File: src/rtl/karatsuba_seq_ctrl.sv
// Sequential Karatsuba multiplier: one shared (H+1)x(H+1) multiplier is reused
// over three product steps, and the partial products are then combined into the full product.
module karatsuba_seq_ctrl #(
    parameter int WIDTH = 16
) (
    input  logic               clk,
    input  logic               rst_n,
    input  logic               req_valid,
    output logic               req_ready,
    input  logic [WIDTH-1:0]   req_a,
    input  logic [WIDTH-1:0]   req_b,
    output logic               res_valid,
    input  logic               res_ready,
    output logic [2*WIDTH-1:0] res_data,
    output logic               busy
);
    localparam int H  = WIDTH / 2;
    localparam int PW = 2 * H + 2;
    localparam int RW = 2 * WIDTH;

    typedef enum logic [2:0] {
        IDLE  = 3'd0,
        S_HI  = 3'd1,
        S_LO  = 3'd2,
        S_MID = 3'd3,
        S_CMB = 3'd4,
        DONE  = 3'd5
    } state_t;

    state_t           state_r;
    logic [WIDTH-1:0] a_r;
    logic [WIDTH-1:0] b_r;
    logic [2*H-1:0]   p1_r;
    logic [2*H-1:0]   p2_r;
    logic [PW-1:0]    pm_r;

    logic [H:0]       mul_x_s;
    logic [H:0]       mul_y_s;
    logic [PW-1:0]    mul_p_s;
    logic [RW-1:0]    p1_ext_s;
    logic [RW-1:0]    p2_ext_s;
    logic [RW-1:0]    pm_ext_s;
    logic [RW-1:0]    mid_s;
    logic [RW-1:0]    comb_s;

    // Operand mux for the single shared multiplier; the half sums keep their carry bit.
    always_comb begin
        mul_x_s = {(H+1){1'b0}};
        mul_y_s = {(H+1){1'b0}};
        case (state_r)
            S_HI: begin
                mul_x_s = {1'b0, a_r[WIDTH-1:H]};
                mul_y_s = {1'b0, b_r[WIDTH-1:H]};
            end
            S_LO: begin
                mul_x_s = {1'b0, a_r[H-1:0]};
                mul_y_s = {1'b0, b_r[H-1:0]};
            end
            S_MID: begin
                mul_x_s = {1'b0, a_r[WIDTH-1:H]} + {1'b0, a_r[H-1:0]};
                mul_y_s = {1'b0, b_r[WIDTH-1:H]} + {1'b0, b_r[H-1:0]};
            end
            default: begin
                mul_x_s = {(H+1){1'b0}};
                mul_y_s = {(H+1){1'b0}};
            end
        endcase
    end

    assign mul_p_s = PW'(mul_x_s) * PW'(mul_y_s);

    // Recombination in full result width; the middle term can never go negative.
    always_comb begin
        p1_ext_s = RW'(p1_r);
        p2_ext_s = RW'(p2_r);
        pm_ext_s = RW'(pm_r);
        mid_s    = pm_ext_s - p1_ext_s - p2_ext_s;
        comb_s   = (p1_ext_s << WIDTH) + (mid_s << H) + p2_ext_s;
    end

    // Control FSM with registered handshake and status outputs.
    always_ff @(posedge clk or negedge rst_n) begin
        if (!rst_n) begin
            state_r   <= IDLE;
            a_r       <= {WIDTH{1'b0}};
            b_r       <= {WIDTH{1'b0}};
            p1_r      <= {(2*H){1'b0}};
            p2_r      <= {(2*H){1'b0}};
            pm_r      <= {PW{1'b0}};
            res_data  <= {RW{1'b0}};
            res_valid <= 1'b0;
            req_ready <= 1'b1;
            busy      <= 1'b0;
        end else begin
            case (state_r)
                IDLE: begin
                    if (req_valid) begin
                        a_r       <= req_a;
                        b_r       <= req_b;
                        state_r   <= S_HI;
                        req_ready <= 1'b0;
                        busy      <= 1'b1;
                    end
                end
                S_HI: begin
                    p1_r    <= mul_p_s[2*H-1:0];
                    state_r <= S_LO;
                end
                S_LO: begin
                    p2_r    <= mul_p_s[2*H-1:0];
                    state_r <= S_MID;
                end
                S_MID: begin
                    pm_r    <= mul_p_s;
                    state_r <= S_CMB;
                end
                S_CMB: begin
                    res_data  <= comb_s;
                    res_valid <= 1'b1;
                    state_r   <= DONE;
                end
                DONE: begin
                    if (res_ready) begin
                        res_valid <= 1'b0;
                        req_ready <= 1'b1;
                        busy      <= 1'b0;
                        state_r   <= IDLE;
                    end
                end
                default: begin
                    state_r   <= IDLE;
                    res_valid <= 1'b0;
                    req_ready <= 1'b1;
                    busy      <= 1'b0;
                end
            endcase
        end
    end
endmodule

File: config.mk
export PLATFORM = sky130hd
export DESIGN_NAME = karatsuba_seq_ctrl
export DESIGN_NICKNAME = d
export VERILOG_FILES = /design/src/rtl/karatsuba_seq_ctrl.sv
export SDC_FILE = /design/constraint.sdc
export NUM_CORES = 1
export LEC_CHECK = 0
export ABC_CLOCK_PERIOD_IN_PS = 6100
export CORE_UTILIZATION = 55
export DETAILED_ROUTE_END_ITERATION = 12
export PLACE_DENSITY = 0.76
export SYNTH_ARGS = -nofsm -noshare
export SYNTH_HDL_FRONTEND = slang
export SYNTH_SLANG_ARGS = --single-unit
File: constraint.sdc
create_clock -name clk -period 6.1 [get_ports clk]
set_input_delay 0.61 -clock clk [delete_from_list [all_inputs] [get_ports clk]]
set_output_delay 0.61 -clock clk [all_outputs]
set_load 0.01 [all_outputs]
Word-level counts from Yosys, hierarchy flattened --
Cells that the tools add are included.
Word-level totals: output and inout port bits 35, input port bits 36, register bits after elaboration 120
Operators by class: $mul 1, equality and inequality tests 7, add/subtract/negate cells 6, bitwise logic cells 2, reductions and logical operators 7, muxes and demuxes 12
Operator list (number):
- $pmux W9 S3 | 2
- $add A32 B16 Y32 | 1
- $add A32 B32 Y32 | 1
- $sub A19 B17 Y20 | 1
- $sub A18 B16 Y19 | 1
- $add A8 B8 Y9 | 2
- $mul A9 B9 Y18 | 1
- $pmux W3 S6 | 1
- $pmux W1 S3 | 3
- $reduce_or A4 Y1 | 2
- $eq A3 B2 Y1 const B | 2
- $eq A3 B3 Y1 const B | 2
- $mux W3 | 2
- $reduce_and A2 Y1 | 3
- $mux W1 | 4
- $ne A2 B2 Y1 const B | 2
- $eq A3 B1 Y1 const B | 1
- $logic_not A3 Y1 | 1
- $reduce_and A3 Y1 | 1
- $not A1 Y1 | 2

Logic depth before layout (Yosys ltp) --
Gate-level depths: netlist (run 1).
depth in word-level cells 4, mapped depth 28

Worst setup path after synthesis (run 1) --
OpenSTA, ideal clock, no wires.
path kind register -> register, start point reg b_r[0], end point reg pm_r[16], arrival 5.908 ns, clock period less this slack 6.041 ns, setup time 0.133 ns, path slack 0.059 ns, path buffers 1, cell stages (with the launch flop) 24, path through dfrtp_1 -> ha_1 -> fa_1 -> a21o_1 -> a21oi_1 -> o21bai_1 -> a21oi_1 -> xnor2_1 -> a222oi_1 -> clkbuf_1 -> nand2b_1 -> fa_1 -> fa_1 -> fa_1 -> fa_1 -> inv_1 -> ha_1 -> a21boi_0 -> o21ai_0 -> a21oi_1 -> a41o_1 -> o41ai_1 -> xor2_1 -> o21ai_0
Between the ends: cells in the longest elaborated chain, start to end 3
Ends and longest elaborated chain:
- from (decl) | RTL line 32 | logic [WIDTH-1:0] b_r;
- from (signal assigned) | RTL line 86 | b_r <= {WIDTH{1'b0}};
- from (signal assigned) | RTL line 99 | b_r <= req_b;
- $add A8 B8 Y9 | RTL line 61 | mul_y_s = {1'b0, b_r[WIDTH-1:H]} + {1'b0, b_r[H-1:0]};
- $pmux W9 S3 (*) | RTL line 50 | case (state_r)
- $mul A9 B9 Y18 (*) | RTL line 70 | assign mul_p_s = PW'(mul_x_s) * PW'(mul_y_s);
- to (signal assigned) | RTL line 89 | pm_r <= {PW{1'b0}};
- to (signal assigned) | RTL line 114 | pm_r <= mul_p_s;
- to (decl) | RTL line 35 | logic [PW-1:0] pm_r;
Mark *: on every way between the ends. The rest lies on a longest branch, timed or not. A chain may end at the register's enable or synchronous reset.

Worst setup path in the final report (run 1) --
Ends and elaborated chain as after synthesis.

==> impl_metrics.py, run 1 <==
metrics = {
    "clock_tree": {
        "worstSkewPairLatency_ns": 0.43,
        "cts_hold_buf": 0,
        "path_clk_slew_ns": 0.06,
        "ctsLongestPathBuffers": 2,
        "clock-sinks": 120,
        "ctsRootBufferMaster": "clkbuf_16",
        "htreeDepth": 4,
        "tritoncts": "built",
        "cts_made_buffers": 17,
    },
    "die": {
        "die_y_um": 139,
        "core-area_um2": 18200,
        "io_pins": 71,
        "die_w_um": 139,
        "initial_core_util_pct": 57.0,
        "die-area_um2": 19400,
        "rows": 49,
    },
    "worst_setup_path": {
        "crit_chain": "ha_2, fa_2, a21o_1, a21oi_2, o21bai_1, a21oi_2, xnor2_1, a222oi_1, buf_4, nor2_4, fa_1, fa_1, fa_1, inv_2, fa_1, inv_2, ha_4, buf_6, a41o_1, o41ai_2, xor2_1, o21ai_1",
        "critPathMostFrequentCell": "fa_1",
        "crit_path_end_kind": "flip-flop",
        "criticalPathCategory": "flip-flop to flip-flop",
        "required_ns": 6.36,
        "path_buf_inv": 4,
        "crit_fanout": 5,
        "slowest_stage": "fa_1",
        "cpLargestDelayFamily": "adder cells",
        "worstPathArrival_ns": 6.28,
        "critPathLaunchType": "flip-flop",
        "cpPeakStageDelay_ns": 0.55,
    },
    "synthesis": {
        "synth_common_cells": "nand2_1, inv_1, dfrtp_1",
        "synth-seq-cells": 120,
        "syn_area_per_cell_um2": 9.00,
        "synthFlopType": "dfrtp_1",
        "syn_inst": 1154,
        "synth-edff-count": 0,
        "yosysWarnings": 0,
        "synth_most_common_cell": "nand2_1",
        "yosys.area_share.simple_pct": 13.2,
        "synth-seq-area-share_pct": 28.9,
        "muxShareOfSynthArea_pct": 4.45,
        "syn_nets": 1354,
        "netlist.area_leader.share_pct": 28.7,
        "yosysTopAreaCell": "dfrtp_1",
        "syn-cell-area_um2": 10400,
        "synth_area_leaders": "dfrtp_1, ha_1, fa_1",
        "synth_cell_types": 62,
        "synth_xor_area_share_pct": 6.56,
        "synth_compound_gate_area_share_pct": 16.9,
        "synthAdderAreaFrac_pct": 23.7,
        "synth_top_family_by_area": "adder cells",
        "async_flop_share_pct": 100,
    },
    "finish": {
        "final_nets": 1479,
        "drive_above_1_share_pct": 17.3,
        "nFillCells": 1398,
        "syn_to_final_growth_pct": 22.2,
        "antenna_cells": 0,
    },
    "drt": {
        "drc": 0,
        "dr.pass1.iters": 5,
        "vias": 8485,
        "vias_per_cell": 5.58,
        "drt_iter0_markers": 352,
        "post_drt_wl_per_cell_um": 15.7,
        "drtAntennaViolNets": 0,
        "wirelength_um": 23800,
    },
    "grt": {
        "first_global_vias": 8627,
        "groute.usage.overall_pct": 25.5,
        "antenna_found_initial": 0,
        "grt_overflow": 0,
        "grt_pass1_wl_um": 39700,
        "grt_max_degree": 75,
    },
    "timing": {
        "worst_pin_slew_ns": 1.02,
        "fin_crit_sh_pct": 98.7,
        "max_freq_ghz": 0.166,
        "clock_skew_ns": 0.0110,
        "slew_viol_final": 0,
        "finalSetupViolCount": 0,
        "rsz0062_at_grt": "yes",
        "period_minus_slack_ns": 6.02,
        "relSlewSlack_pct": 31.5,
        "final-hold-violation-count": 0,
        "setup_tns_ns": 0,
    },
    "placed_design": {
        "gp_congestion": 0.905,
        "io_buffers": 70,
        "dp_hpwl_um": 17600,
    },
    "worst_hold_path": {
        "hold_class": "input port to async pin",
    },
    "run_status": {
        "run_status": "completed",
    },
    "run": {
        "drv_cap": 0,
    },
}
==> registers in the layout (all words and copies together), names as in the netlist, 3 cells and up <==
register  count
res_data     32
pm_r         18
a_r          16
b_r          16
p1_r         16
p2_r         16
state_r       3
==> metrics by stage <==
step                area [um2]  setup WS [ns]  util, %  cells  hold WS (ns)
floorplan                10400         0.0589        -   1154         0.314
global placement         11600        0.00912     63.8   1472         0.461
detailed placement       11600         -0.186     63.8   1472         0.462
CTS                      12300        0.00337     67.5   1508         0.349
global route             12700         -0.147     69.7   1521         0.400
finish                   12700         0.0822     69.7   1521         0.309
==> final cells by class <==
class / count / area [um2] / area share, %
Multi-Input combinational cell: 864 / 7070 / 55.7
Sequential cell: 120 / 3000 / 23.7
Timing Repair Buffer: 138 / 1220 / 9.58
Inverter: 138 / 518 / 4.08
Clock buffer: 24 / 472 / 3.72
Tap cell: 229 / 287 / 2.26
Clock inverter: 8 / 123 / 0.966
==> logic make-up after synthesis <==
family,count (synthesis)
AND/OR/NAND/NOR,307
AO/OA/AOI/OAI,276
buffers and inverters,170
adder cells (fa/ha/maj),164
flip-flops,120
XOR/XNOR,76
multiplexers,41
==> placed cells by master (no fill, tap or decap), types with 47 or more instances in the layout <==
| cell type | Yosys | layout |
|---|---|---|
| a21oi_1 | 68 | 56 |
| buf_4 | 1 | 67 |
| clkdlybuf4s50_1 | 0 | 69 |
| dfrtp_1 | 119 | 119 |
| fa_1 | 55 | 52 |
| ha_1 | 109 | 97 |
| inv_1 | 138 | 134 |
| nand2_1 | 140 | 138 |
| nor2_1 | 74 | 65 |
| o21ai_0 | 92 | 81 |
| xnor2_1 | 49 | 47 |
==> routing by layer <==
metal,vias to the layer above,part of all wire (%),GRT usage [%]
met5,-,0,0
met4,0,3.2,11.5
met3,58,3.9,4.68
met2,214,51,45.7
met1,4065,42,29.5
li1,4148,-,-
==> repair_timing <==
action | 4_1_cts | 5_1_grt
resized for setup | 13 | 67
buffers inserted | 4 | 13
endpoints found under the setup margin | 12 | 22
pin swaps | 8 | 52
==> final timing paths <==
path	from	endpoint	slack [ns]	cells after the start
hold / removal	rst_n	res_data[4]$_DFFE_PN0P_	0.31	1
setup / recovery	b_r[0]$_DFFE_PN0P_	pm_r[16]$_DFFE_PN0P_	0.08	22
max in group asynchronous	rst_n	a_r[14]$_DFFE_PN0P_	4.68	2
setup reg to reg	b_r[0]$_DFFE_PN0P_	pm_r[16]$_DFFE_PN0P_	0.08	22
hold reg to reg	req_ready$_DFFE_PN1P_	req_ready$_DFFE_PN1P_	0.47	2
min in group clk	req_ready$_DFFE_PN1P_	req_ready$_DFFE_PN1P_	0.47	2
==> worst register-to-register path: cells and delay by family (launching register included) <==
family	cells	cell delay, ns
adders and majority gates	7	2.91
xor gates and xnor gates	2	0.30
buffers and inverters	4	0.47
and+or+nand+nor	1	0.05
DFF	1	0.39
AOI/OAI and AO/OA	8	1.74
Power of run 1 is not shown: default switching activity piles up to over one toggle a cycle in this logic, so the estimate is an artifact.
==> run 2, diff against run 1 <==
--- a/config.mk
+++ b/config.mk
@@ -6,8 +6,9 @@
 export NUM_CORES = 1
 export LEC_CHECK = 0
 export ABC_CLOCK_PERIOD_IN_PS = 6100
-export CORE_UTILIZATION = 55
+export CORE_UTILIZATION = 59
 export DETAILED_ROUTE_END_ITERATION = 12
+export DONT_BUFFER_PORTS = 1
 export PLACE_DENSITY = 0.76
 export SYNTH_ARGS = -nofsm -noshare
 export SYNTH_HDL_FRONTEND = slang
==> impl_metrics.py, run 2 (synthesis gave the netlist of run 1 again) <==
metrics = {
    "timing": {
        "relSlewSlack_pct": 30.2,
        "period_minus_slack_ns": 5.91,
        "final-hold-violation-count": 0,
        "rsz0062_at_grt": "yes",
        "max_freq_ghz": 0.169,
        "clock_skew_ns": 0.0121,
        "slew_viol_final": 0,
        "setup_tns_ns": 0,
        "worst_pin_slew_ns": 1.05,
        "fin_crit_sh_pct": 97.0,
        "finalSetupViolCount": 0,
        "fin_ws_ns": 0.185,
    },
    "run": {
        "drv_cap": 0,
    },
    "finish": {
        "drive_above_1_share_pct": 18.9,
        "stdcell_area_um2": 11900,
        "layout_commonest_cell": "inv_1",
        "syn_to_final_growth_pct": 14.9,
        "top_register": "res_data",
        "antenna_cells": 0,
        "reg_top3": "res_data (32), pm_r (18)",
        "largest_reg_flops": 32,
        "final_cell_mix": "inv_1, nand2_1, dfrtp_1",
        "final_nets": 1403,
    },
    "drt": {
        "post_drt_wl_per_cell_um": 16.3,
        "dr.pass1.iters": 10,
        "vias": 8137,
        "vias_per_cell": 5.65,
        "drtAntennaViolNets": 0,
        "drt_iter0_markers": 359,
        "wirelength_um": 23500,
        "drc": 1,
    },
    "worst_setup_path": {
        "reg2reg_slack_ns": 0.19,
        "required_ns": 6.37,
        "crit_path_end_kind": "flip-flop",
        "worstPathArrival_ns": 6.18,
        "criticalPathCategory": "flip-flop to flip-flop",
        "crit_fanout": 6,
        "critPathLaunchType": "flip-flop",
    },
    "clock_tree": {
        "clock-sinks": 120,
        "ctsLongestPathBuffers": 2,
        "cts_made_buffers": 17,
        "worstSkewPairLatency_ns": 0.43,
        "htreeDepth": 4,
        "path_clk_slew_ns": 0.07,
        "tritoncts": "built",
        "ctsRootBufferMaster": "clkbuf_16",
    },
    "placed_design": {
        "dpl_cell_area_um2": 10900,
        "pre_cts_ws_ns": -0.159,
        "io_buffers": 0,
        "gp_congestion": 0.890,
        "dp_hpwl_um": 17700,
    },
    "die": {
        "io_pins": 71,
        "die-area_um2": 18100,
        "initial_core_util_pct": 60.2,
        "rows": 48,
        "core-area_um2": 17200,
        "die_w_um": 135,
        "die_y_um": 135,
    },
    "run_status": {
        "violations": "DRC",
        "run_status": "finished, violations left",
    },
    "grt": {
        "first_global_vias": 8462,
        "groute.usage.overall_pct": 27.2,
        "grt_overflow": 0,
        "grt_pass1_wl_um": 39100,
        "grt_max_degree": 120,
        "antenna_found_initial": 0,
    },
    "worst_hold_path": {
        "hold_class": "input port to async pin",
    },
}
## run 2: timing repair
action	in CTS	in global routing
resized for setup	9	71
setup endpoints to repair	11	26
pin swaps	3	66
buffers inserted	1	12
endpoints found under the hold margin	119	0
hold buffers	1	0
## run 2: final timing paths
check	cells after the start	end	startpoint
hold reg to reg	2	pm_r[2]$_DFFE_PN0P_	pm_r[2]$_DFFE_PN0P_
max in group asynchronous	1	b_r[1]$_DFFE_PN0P_	rst_n
setup reg to reg	22	pm_r[16]$_DFFE_PN0P_	b_r[8]$_DFFE_PN0P_
min in group clk	1	state_r[0]$_DFFE_PN0P_	res_ready
setup / recovery	22	pm_r[16]$_DFFE_PN0P_	b_r[8]$_DFFE_PN0P_
hold / removal	0	req_ready$_DFFE_PN1P_	rst_n
## run 2: routing by layer
layer	global-route usage, %	vias to the layer above	wire length (um)
met2	48.7	214	11800
li1	-	3982	-
met3	5.67	63	1030
met1	31.2	3878	10000
met4	11.9	0	734
met5	0	-	0
## run 2: critical path, cell delays in order, from the launching register on
cell	delay (ns)
dfrtp_1	0.41
ha_2	0.22
fa_2	0.39
a21o_1	0.19
a21oi_2	0.15
buf_4	0.14
xnor2_1	0.06
a222oi_1	0.33
buf_4	0.22
nand2b_1	0.13
fa_1	0.45
fa_1	0.58
fa_1	0.43
fa_1	0.50
inv_2	0.05
ha_4	0.20
a21boi_2	0.15
o21ai_2	0.19
a21oi_2	0.09
a41o_1	0.27
o41ai_2	0.33
xor2_1	0.20
o21ai_1	0.07
## run 2: cell type report
class | instances | area, um2
inverter | 138 | 518
clock buffer | 17 | 425
tap | 225 | 282
multi-input combinational | 864 | 7050
clock inverter | 15 | 143
fill | 1312 | 5310
timing repair buffer | 62 | 509
sequential | 120 | 3010
## run 2: stage by stage
stage,util (%),hold WS (ns),std cells
CTS,67.0,0.0158,1429
floorplan,-,0.314,1154
global route,69.2,0.00600,1441
detailed placement,63.3,0.317,1395
global placement,63.3,0.318,1395
finish,69.2,0.0234,1441
Power of run 2 is left out for the same reason.
==> run 3, diff against run 2 <==
--- a/config.mk
+++ b/config.mk
@@ -9,6 +9,7 @@
 export CORE_UTILIZATION = 59
 export DETAILED_ROUTE_END_ITERATION = 12
 export DONT_BUFFER_PORTS = 1
+export HOLD_SLACK_MARGIN = 0.03
 export PLACE_DENSITY = 0.76
 export SYNTH_ARGS = -nofsm -noshare
 export SYNTH_HDL_FRONTEND = slang
==> impl_metrics.py, run 3 (synthesis gave the netlist of run 1 again) <==
metrics = {
    "die": {
        "die-area_um2": 18100,
        "core-area_um2": 17200,
        "io_pins": 71,
        "die_y_um": 135,
        "initial_core_util_pct": 60.2,
        "die_w_um": 135,
        "rows": 48,
    },
    "clock_tree": {
        "tritoncts": "built",
        "cts_made_buffers": 17,
        "path_clk_slew_ns": 0.07,
        "ctsLongestPathBuffers": 2,
        "htreeDepth": 4,
        "worstSkewPairLatency_ns": 0.43,
        "ctsRootBufferMaster": "clkbuf_16",
        "clock-sinks": 120,
    },
    "grt": {
        "groute.usage.overall_pct": 27.2,
        "antenna_found_initial": 0,
        "grt_overflow": 0,
        "first_global_vias": 8465,
        "grt_pass1_wl_um": 39100,
        "grt_max_degree": 120,
    },
    "drt": {
        "vias": 8156,
        "post_drt_wl_per_cell_um": 16.3,
        "drt_iter0_markers": 323,
        "wirelength_um": 23500,
        "vias_per_cell": 5.66,
        "dr.pass1.iters": 9,
        "drc": 1,
        "drtAntennaViolNets": 0,
    },
    "timing": {
        "period_minus_slack_ns": 5.92,
        "finalSetupViolCount": 0,
        "clock_skew_ns": 0.0129,
        "fin_crit_sh_pct": 97.0,
        "slew_viol_final": 0,
        "worst_pin_slew_ns": 1.06,
        "relSlewSlack_pct": 29.1,
        "final-hold-violation-count": 0,
        "max_freq_ghz": 0.169,
        "rsz0062_at_grt": "yes",
    },
    "worst_hold_path": {
        "hold_class": "input port to async pin",
    },
    "worst_setup_path": {
        "worstReg2RegStart": "b_r[8]$_DFFE_PN0P_",
        "crit_path_start": "b_r[8]$_DFFE_PN0P_",
        "critPathLaunchType": "flip-flop",
        "crit_chain": "ha_2, fa_2, a21o_1, a21oi_2, buf_4, xnor2_1, a222oi_1, buf_4, nand2b_1, fa_1, fa_1, fa_1, fa_1, inv_2, ha_4, a21boi_2, o21ai_2, a21oi_2, a41o_1, o41ai_2, xor2_1, o21ai_1",
        "cpPeakStageDelay_ns": 0.58,
        "criticalPathCategory": "flip-flop to flip-flop",
        "slowest_stage": "fa_1",
        "worstReg2RegEnd": "pm_r[16]$_DFFE_PN0P_",
        "worstPathArrival_ns": 6.18,
        "crit_path_end_kind": "flip-flop",
        "critPathMostFrequentCell": "fa_1",
        "crit_end": "pm_r[16]$_DFFE_PN0P_",
        "required_ns": 6.36,
        "reg2reg_slack_ns": 0.18,
        "r2r_cells": 22,
        "crit_fanout": 6,
    },
    "finish": {
        "antenna_cells": 0,
        "syn_to_final_growth_pct": 15.0,
        "final_cell_mix": "inv_1, nand2_1, dfrtp_1",
        "drive_above_1_share_pct": 18.9,
        "layout_commonest_cell": "inv_1",
        "top_register": "res_data",
        "reg_top3": "res_data (32), pm_r (18)",
        "nFillCells": 1311,
        "largest_reg_flops": 32,
        "stdcell_area_um2": 11900,
        "final_nets": 1404,
    },
    "placed_design": {
        "dp_hpwl_um": 17700,
        "gp_congestion": 0.890,
        "io_buffers": 0,
        "dpl_cell_area_um2": 10900,
    },
    "run_status": {
        "violations": "DRC",
        "run_status": "finished, violations left",
    },
    "run": {
        "drv_cap": 0,
    },
}
run 3: per-stage QoR:
step	setup TNS (ns)	worst slack [ns]	utilization, %	std cells	hold slack (ns)
2_1_floorplan	0	0.0589	-	1154	0.314
3_3_place_gp	0	0.0528	63.3	1395	0.318
3_5_place_dp	-0.729	-0.159	63.3	1395	0.317
4_1_cts	0	0.00358	67.1	1430	0.160
5_1_grt	-0.603	-0.160	69.3	1442	0.172
6_report	0	0.182	69.3	1442	0.119
run 3: final cells by class:
type	count	area [um2]	area share [%]
clock inverter	15	143	1.19
clock buffer	17	425	3.56
sequential	120	3010	25.2
inverter	138	518	4.34
tap	225	282	2.36
multi-input combinational	864	7050	59.0
timing repair buffer	63	519	4.35
run 3: timing repair:
item | 4_1_cts | 5_1_grt
hold buffers | 2 | 0
endpoints found under the setup margin | 11 | 26
pin swaps | 3 | 66
resized for setup | 9 | 71
endpoints found under the hold margin | 119 | 0
buffers inserted | 1 | 12
run 3: critical path, delay by kind of cell, from the launching register on:
| family | cells | cell delay (ns) |
|---|---|---|
| compound gates | 9 | 1.77 |
| xor+xnor | 2 | 0.26 |
| fa+ha+maj | 7 | 2.77 |
| buf+inv | 3 | 0.41 |
| flops | 1 | 0.41 |
| simple gates | 1 | 0.13 |
run 3: how the worst min path moves through the flow:
stage                                to  slack [ns]  cells past startpoint
2_1_floorplan        a_r[0]$_DFFE_PN0P_        0.31                      0
3_3_place_gp    res_data[1]$_DFFE_PN0P_        0.32                      0
3_5_place_dp   res_data[10]$_DFFE_PN0P_        0.32                      0
4_1_cts        res_data[10]$_DFFE_PN0P_        0.16                      1
5_1_grt         res_data[3]$_DFFE_PN0P_        0.17                      1
6_report        res_data[4]$_DFFE_PN0P_        0.12                      1
run 3: routing by layer:
| layer | part of all wire, % | vias up | GRT usage (%) |
|---|---|---|---|
| li1 | - | 3989 | - |
| met1 | 42 | 3879 | 31.3 |
| met2 | 50 | 223 | 48.7 |
| met3 | 4.5 | 65 | 5.63 |
| met4 | 3.1 | 0 | 11.9 |
| met5 | 0 | - | 0 |
Power of run 3 is left out for the same reason.
